--- config.mk ---
export PLATFORM = sky130hd
export DESIGN_NAME = dphy_hs_lane_ctrl
export DESIGN_NICKNAME = d
export VERILOG_FILES = /design/src/rtl/dphy_hs_lane_ctrl.sv
export SDC_FILE = /design/constraint.sdc
export NUM_CORES = 1
export LEC_CHECK = 0
export CAP_MARGIN = 20
export CELL_PAD_IN_SITES_DETAIL_PLACEMENT = 1
export CELL_PAD_IN_SITES_GLOBAL_PLACEMENT = 2
export CORE_ASPECT_RATIO = 0.9
export CORE_MARGIN = 2
export CORE_UTILIZATION = 40
export CTS_CLUSTER_SIZE = 20
export DETAILED_ROUTE_END_ITERATION = 10
export PLACE_DENSITY_LB_ADDON = 0.1
export SKIP_CTS_REPAIR_TIMING = 1
export SLEW_MARGIN = 20
export SYNTH_ARGS = -nofsm -noshare
export SYNTH_HDL_FRONTEND = slang
export SYNTH_SLANG_ARGS = --single-unit
--- constraint.sdc ---
create_clock -name byte_clk_i -period 3.1 [get_ports byte_clk_i]
set_input_delay 0.465 -clock byte_clk_i [delete_from_list [all_inputs] [get_ports byte_clk_i]]
set_output_delay 0.465 -clock byte_clk_i [all_outputs]
set_load 0.05 [all_outputs]
--- src/rtl/dphy_hs_lane_ctrl.sv ---
`default_nettype none
// ============================================================================
// Module   : dphy_hs_lane_ctrl
// Purpose  : Per-lane D-PHY HS entry sequencer and byte aligner. Tracks the
//            LP line state and sequences the deserializer for each burst
//            (reset pulse, enable, settle). It then searches the deserialized
//            stream for the 0xB8 sync byte and delivers byte-aligned payload
//            with SoT/EoT markers.
// Ports    : byte_clk_i, rst_i           - byte clock, async active-high reset
//            lp_data_p_i, lp_data_n_i    - synchronized LP receiver lines
//            byte_data_i[7:0]            - raw deserializer byte (bit 0 first)
//            serdes_rst_o, hs_enable_o   - deserializer control
//            byte_o[7:0], byte_valid_o   - aligned payload
//            sot_o, eot_o, sync_err_o    - single-cycle burst event pulses
// Revision : 1.0 - initial release
// ============================================================================
module dphy_hs_lane_ctrl #(
    parameter int SERDES_RST_CYCLES = 4,
    parameter int SETTLE_CYCLES     = 8,
    parameter int SYNC_TIMEOUT      = 32
) (
    input  logic       byte_clk_i,
    input  logic       rst_i,
    input  logic       lp_data_p_i,
    input  logic       lp_data_n_i,
    input  logic [7:0] byte_data_i,
    output logic       serdes_rst_o,
    output logic       hs_enable_o,
    output logic [7:0] byte_o,
    output logic       byte_valid_o,
    output logic       sot_o,
    output logic       eot_o,
    output logic       sync_err_o
);

    localparam int CNT_MAX_A = (SERDES_RST_CYCLES > SETTLE_CYCLES) ? SERDES_RST_CYCLES : SETTLE_CYCLES;
    localparam int CNT_MAX   = (CNT_MAX_A > SYNC_TIMEOUT) ? CNT_MAX_A : SYNC_TIMEOUT;
    localparam int CNT_W     = $clog2(CNT_MAX + 1);

    typedef enum logic [2:0] {
        STOP_WAIT = 3'd0,
        IDLE      = 3'd1,
        HS_RQST   = 3'd2,
        RST       = 3'd3,
        SETTLE    = 3'd4,
        SYNC      = 3'd5,
        HS_RX     = 3'd6
    } state_t;

    state_t           state;
    state_t           next_state;
    logic [1:0]       lp;
    logic [7:0]       d0;
    logic [7:0]       d1;
    logic [15:0]      w;
    logic [2:0]       off;
    logic [2:0]       match_off;
    logic             match;
    logic             timeout;
    logic [CNT_W-1:0] cnt;
    logic             rx_first;
    logic             eot_req;
    logic             err_req;

    assign lp = {lp_data_p_i, lp_data_n_i};
    // d1 holds the older byte, so it occupies the low (earlier) bits.
    assign w  = {d0, d1};

    // Scan from the highest offset down so the lowest matching offset is the
    // last assignment and therefore wins.
    always_comb begin
        match     = 1'b0;
        match_off = 3'd0;
        for (int o = 7; o >= 0; o--) begin
            if (w[o +: 8] == 8'hB8) begin
                match     = 1'b1;
                match_off = 3'(o);
            end
        end
    end

    always_comb begin
        next_state = state;
        timeout    = 1'b0;
        case (state)
            STOP_WAIT: if (lp == 2'b11) next_state = IDLE;
            IDLE:      if (lp == 2'b01) next_state = HS_RQST;
            HS_RQST: begin
                if (lp == 2'b00)      next_state = RST;
                else if (lp == 2'b11) next_state = IDLE;
                else if (lp == 2'b10) next_state = STOP_WAIT;
            end
            RST: begin
                if (lp == 2'b11)                                     next_state = IDLE;
                else if (cnt == CNT_W'(SERDES_RST_CYCLES - 1))       next_state = SETTLE;
            end
            SETTLE: begin
                if (lp == 2'b11)                                     next_state = IDLE;
                else if (cnt == CNT_W'(SETTLE_CYCLES - 1))           next_state = SYNC;
            end
            SYNC: begin
                // An LP-11 abort takes priority over both match and timeout.
                if (lp == 2'b11) begin
                    next_state = IDLE;
                end else if (match) begin
                    next_state = HS_RX;
                end else if (cnt == CNT_W'(SYNC_TIMEOUT - 1)) begin
                    next_state = STOP_WAIT;
                    timeout    = 1'b1;
                end
            end
            HS_RX:     if (lp == 2'b11) next_state = IDLE;
            default:   next_state = STOP_WAIT;
        endcase
    end

    always_ff @(posedge byte_clk_i or posedge rst_i) begin
        if (rst_i) begin
            state <= STOP_WAIT;
        end else begin
            state <= next_state;
        end
    end

    // Outputs are registered from the current state, so each is one cycle
    // behind the state change. The event pulses go through an extra stage so
    // they line up with the valid/enable transitions.
    always_ff @(posedge byte_clk_i or posedge rst_i) begin
        if (rst_i) begin
            d0           <= 8'd0;
            d1           <= 8'd0;
            cnt          <= '0;
            off          <= 3'd0;
            rx_first     <= 1'b0;
            eot_req      <= 1'b0;
            err_req      <= 1'b0;
            serdes_rst_o <= 1'b0;
            hs_enable_o  <= 1'b0;
            byte_o       <= 8'd0;
            byte_valid_o <= 1'b0;
            sot_o        <= 1'b0;
            eot_o        <= 1'b0;
            sync_err_o   <= 1'b0;
        end else begin
            d0 <= byte_data_i;
            d1 <= d0;

            if (next_state != state)        cnt <= '0;
            else if (cnt != CNT_W'(CNT_MAX)) cnt <= cnt + 1'b1;

            if (state == SYNC && next_state == HS_RX) off <= match_off;

            rx_first <= (state == SYNC) && (next_state == HS_RX);
            eot_req  <= (state == HS_RX) && (next_state == IDLE);
            err_req  <= timeout;

            serdes_rst_o <= (state == RST);
            hs_enable_o  <= (state inside {RST, SETTLE, SYNC, HS_RX});
            byte_valid_o <= (state == HS_RX);
            if (state == HS_RX) byte_o <= w[off +: 8];
            sot_o      <= rx_first;
            eot_o      <= eot_req;
            sync_err_o <= err_req;
        end
    end

endmodule
`default_nettype wire

==> key figures <==
Clocking
  • CTS tree: built
  • CTS buffer count: 5
  • Reg clk slew, reported paths: 80 ps
  • Root Driver: clkbuf_8
  • Clock buffer depth: 2
  • Worst-skew pair later-pin latency: 290 ps
  • CTS sink cnt: 45
  • CTS HTree Levels: 2

Run status
  • Status: finished clean

Timing
  • Fin crit period: 2190 ps
  • Fmax: 0.457 GHz
  • Hold slack: 355 ps
  • Slew Viols, Final: 0
  • Clk_skew: 4.19 ps
  • Worst-Margin Slew: between 800 and 900 ps
  • Unrepaired setup endpoints after global routing: no
  • Slew headroom: 43.8%
  • Crit share post-route: 70.6%
  • Final setup TNS: 0 ps
  • Number of setup violations in the final report: 0
  • Final Hold Viols: 0

Setup path
  • FF-to-FF Start: cnt[0]
  • Crit Reg-Reg Endpoint: cnt[3]
  • Crit path max-delay family: compound AO/OA/AOI/OAI gates
  • Critical Path Start: cnt[0]
  • Buf+Inv Stages, Crit Path: 0
  • Startpoint Class: flip-flop
  • CP Cell Sequence: ha_1 -> nor4b_2 -> a32o_1 -> nand2_1 -> a2bb2oi_1 -> nor3_1
  • Crit-path max FO: 6
  • CP max-delay cell: a2bb2oi_1
  • Slowest stage delay, CP: 500 ps
  • Worst Path Required: around 3300 ps
  • Crit Path Class: reg -> reg
  • CP endpoint: cnt[3]
  • R2R cell count: 6
  • WP data arrival: 2340 ps
  • R2R setup slack: ~900 ps
  • CP endpoint kind: flip-flop
  • WP depth: 6

Drt
  • DRC: 0
  • 1st-pass router iterations: 4
  • Antenna Violating Nets Remaining: 0
  • DR WL/cell: 16.4 um
  • DRT Wirelength: 5.04 mm
  • Drt via density: 5.60
  • Initial drt markers: 60
  • DR vias: 1719

Floorplanning
  • Die Area: 0.00657 mm^2
  • Top Ports: 26
  • Row Count: 26
  • Die height: 77.1 um
  • Die width: about 85 um
  • Initial core utilization: roughly two fifths
  • Core area: 0.00569 mm^2

Place
  • Detailed placement HPWL: 3.85 mm
  • Port bufs: 25
  • GPL Wtd Cong: 0.848
  • Post-DP Area: 0.00268 mm^2

Global route
  • First-pass GRT wire length: 8.77 mm
  • Largest net degree at the start of global routing: 46
  • Vias in the first global route: 1762
  • Total GRT Usage: between 10% and 20%
  • Antenna violations before repair: 0
  • GRT overflow: 0

Synth
  • Yosys top cell by area: dfrtp_1
  • Net Count, Synth: 228
  • Cells after synthesis: 214
  • Synth Warn #: 0
  • Post-synthesis sequential area ratio: 47.4%
  • Area share of the largest cell type after synthesis: around 47%
  • Ys flop type: dfrtp_1
  • Most common cell in the synthesized netlist: dfrtp_1
  • Area contributors post-synth: dfrtp_1 47%, mux2i_1 6.7%, and4bb_2 3.7%, nand2_1 3.6%, mux2_2 2.8%
  • Post-synthesis sequential element count: 45
  • Synth cell count leaders: 45 x dfrtp_1, 23 x nand2_1, 16 x mux2i_1
  • Mean Syn Cell Area: 11.1 um^2
  • Post-synthesis cell type count: 49
  • Number of flops mapped to enable cells by yosys: 0
  • Post-synth design cell area: 0.00237 mm^2
  • Synth async-reset ratio: 100%

Finish
  • Final Util: 48.5%
  • Design area: 0.00276 mm^2
  • Fill cells: slightly above 600
  • Number of nets in the layout: 250
  • # diodes: 0
  • Area grow syn2layout: 16.2%
  • Share of layout cells above drive strength 1: 14.3%

Pwr
  • Total power: 1810 uW
  • Leakage: 0.00112 uW
  • Switching fraction of total power: about two fifths
  • VDD IR max: 0.420 mV
  • Reg power frac: 44.2%
  • Logic pwr share: between 30% and 40%
  • Switching pwr: 722 uW
  • Power per Cell Area: roughly 660 mW/mm^2
  • Clk network pwr share: 18.8%
  • Int Power: 1090 uW

Worst hold path
  • Hold Path Class: reg -> reg
  • Hold Crit Start: d0[7]

Flow run
  • Max-cap violation count: 0
-- kinds of logic (layout without fill, tap and decap cells) --
group | after synthesis | in the layout | share of synthesized area [%]
AND/OR/NAND/NOR | 70 | 70 | 19.4
AO/OA/AOI/OAI | 45 | 45 | 14.0
flip-flops | 45 | 45 | 47.4
multiplexers | 25 | 25 | 12.4
buffers and inverters | 21 | 44 | 3.42
XOR/XNOR | 6 | 6 | 2.21
adder cells (fa/ha/maj) | 2 | 2 | 1.05
-- flip-flops by register name, summed over array words and instances, names as in the netlist, 3 cells and up --
signal / cells
byte_o: 8
off: 3
state: 3
d1: 8
cnt: 6
d0: 8
-- cell type report --
| cell class | count | area, um^2 | area share, % |
|---|---|---|---|
| multi-input combinational | 148 | 1170 | 42.3 |
| sequential | 45 | 1130 | 40.8 |
| timing repair buffer | 26 | 258 | 9.34 |
| tap | 70 | 87.6 | 3.17 |
| clock buffer | 6 | 72.6 | 2.63 |
| inverter | 10 | 37.5 | 1.36 |
| clock inverter | 2 | 10.0 | 0.363 |
-- placed cells by master (no fill, tap or decap), drive strengths merged, types with 3 or more instances in the layout --
cell / n
mux2i: 16
nor4: 3
nand2: 23
nor2: 7
inv: 9
dfrtp: 45
and4bb: 12
a22oi: 3
mux4: 3
nand3: 4
o21ai: 17
nor3: 8
a21oi: 8
clkinv: 3
clkdlybuf4s50: 25
clkbuf: 6
mux2: 6
xnor2: 4
nor2b: 4
-- power by group through the flow --
stage                     clock network (uW)  registers (uW)  logic, uW
final                                    340             801        671
after global routing                     387             820        733
after CTS                                358             800        677
after detailed placement                   0             812        677
after global placement                     0             806        656
after floorplan                            0             929        343
-- through the flow --
stage | worst slack [ps] | std cells
after floorplan | 1340 | 214
after global placement | 972 | 299
after detailed placement | 801 | 299
after CTS | 894 | 307
after global routing | 663 | 307
final | 912 | 307
-- worst reg2reg max path: cells and delay by family (launching register included) --
| kind | cells | cell delay (ps) |
|---|---|---|
| AOI/OAI and AO/OA | 2 | 740 |
| DFF | 1 | 400 |
| adders and majority gates | 1 | 250 |
| and+or+nand+nor | 3 | 660 |
-- routing by layer --
metal	up-vias	share of wire [%]	global-route usage, %	wire length (um)
li1	822	-	-	-
met1	850	49	23.7	2460
met2	36	45	24.5	2290
met3	11	3.6	3.44	182
met4	0	2.2	5.87	111
met5	-	0	0	0
-- worst min path at each step --
| stage | end | slack, ps | cells past startpoint |
|---|---|---|---|
| final | d1[7] | 350 | 0 |
| after global routing | sync_err_o | 370 | 0 |
| after CTS | d1[7] | 360 | 0 |
| after detailed placement | d1[7] | 340 | 0 |
| after global placement | eot_o | 330 | 0 |
| after floorplan | d1[7] | 330 | 0 |
Note: power is estimated with default switching activity, not from simulation.
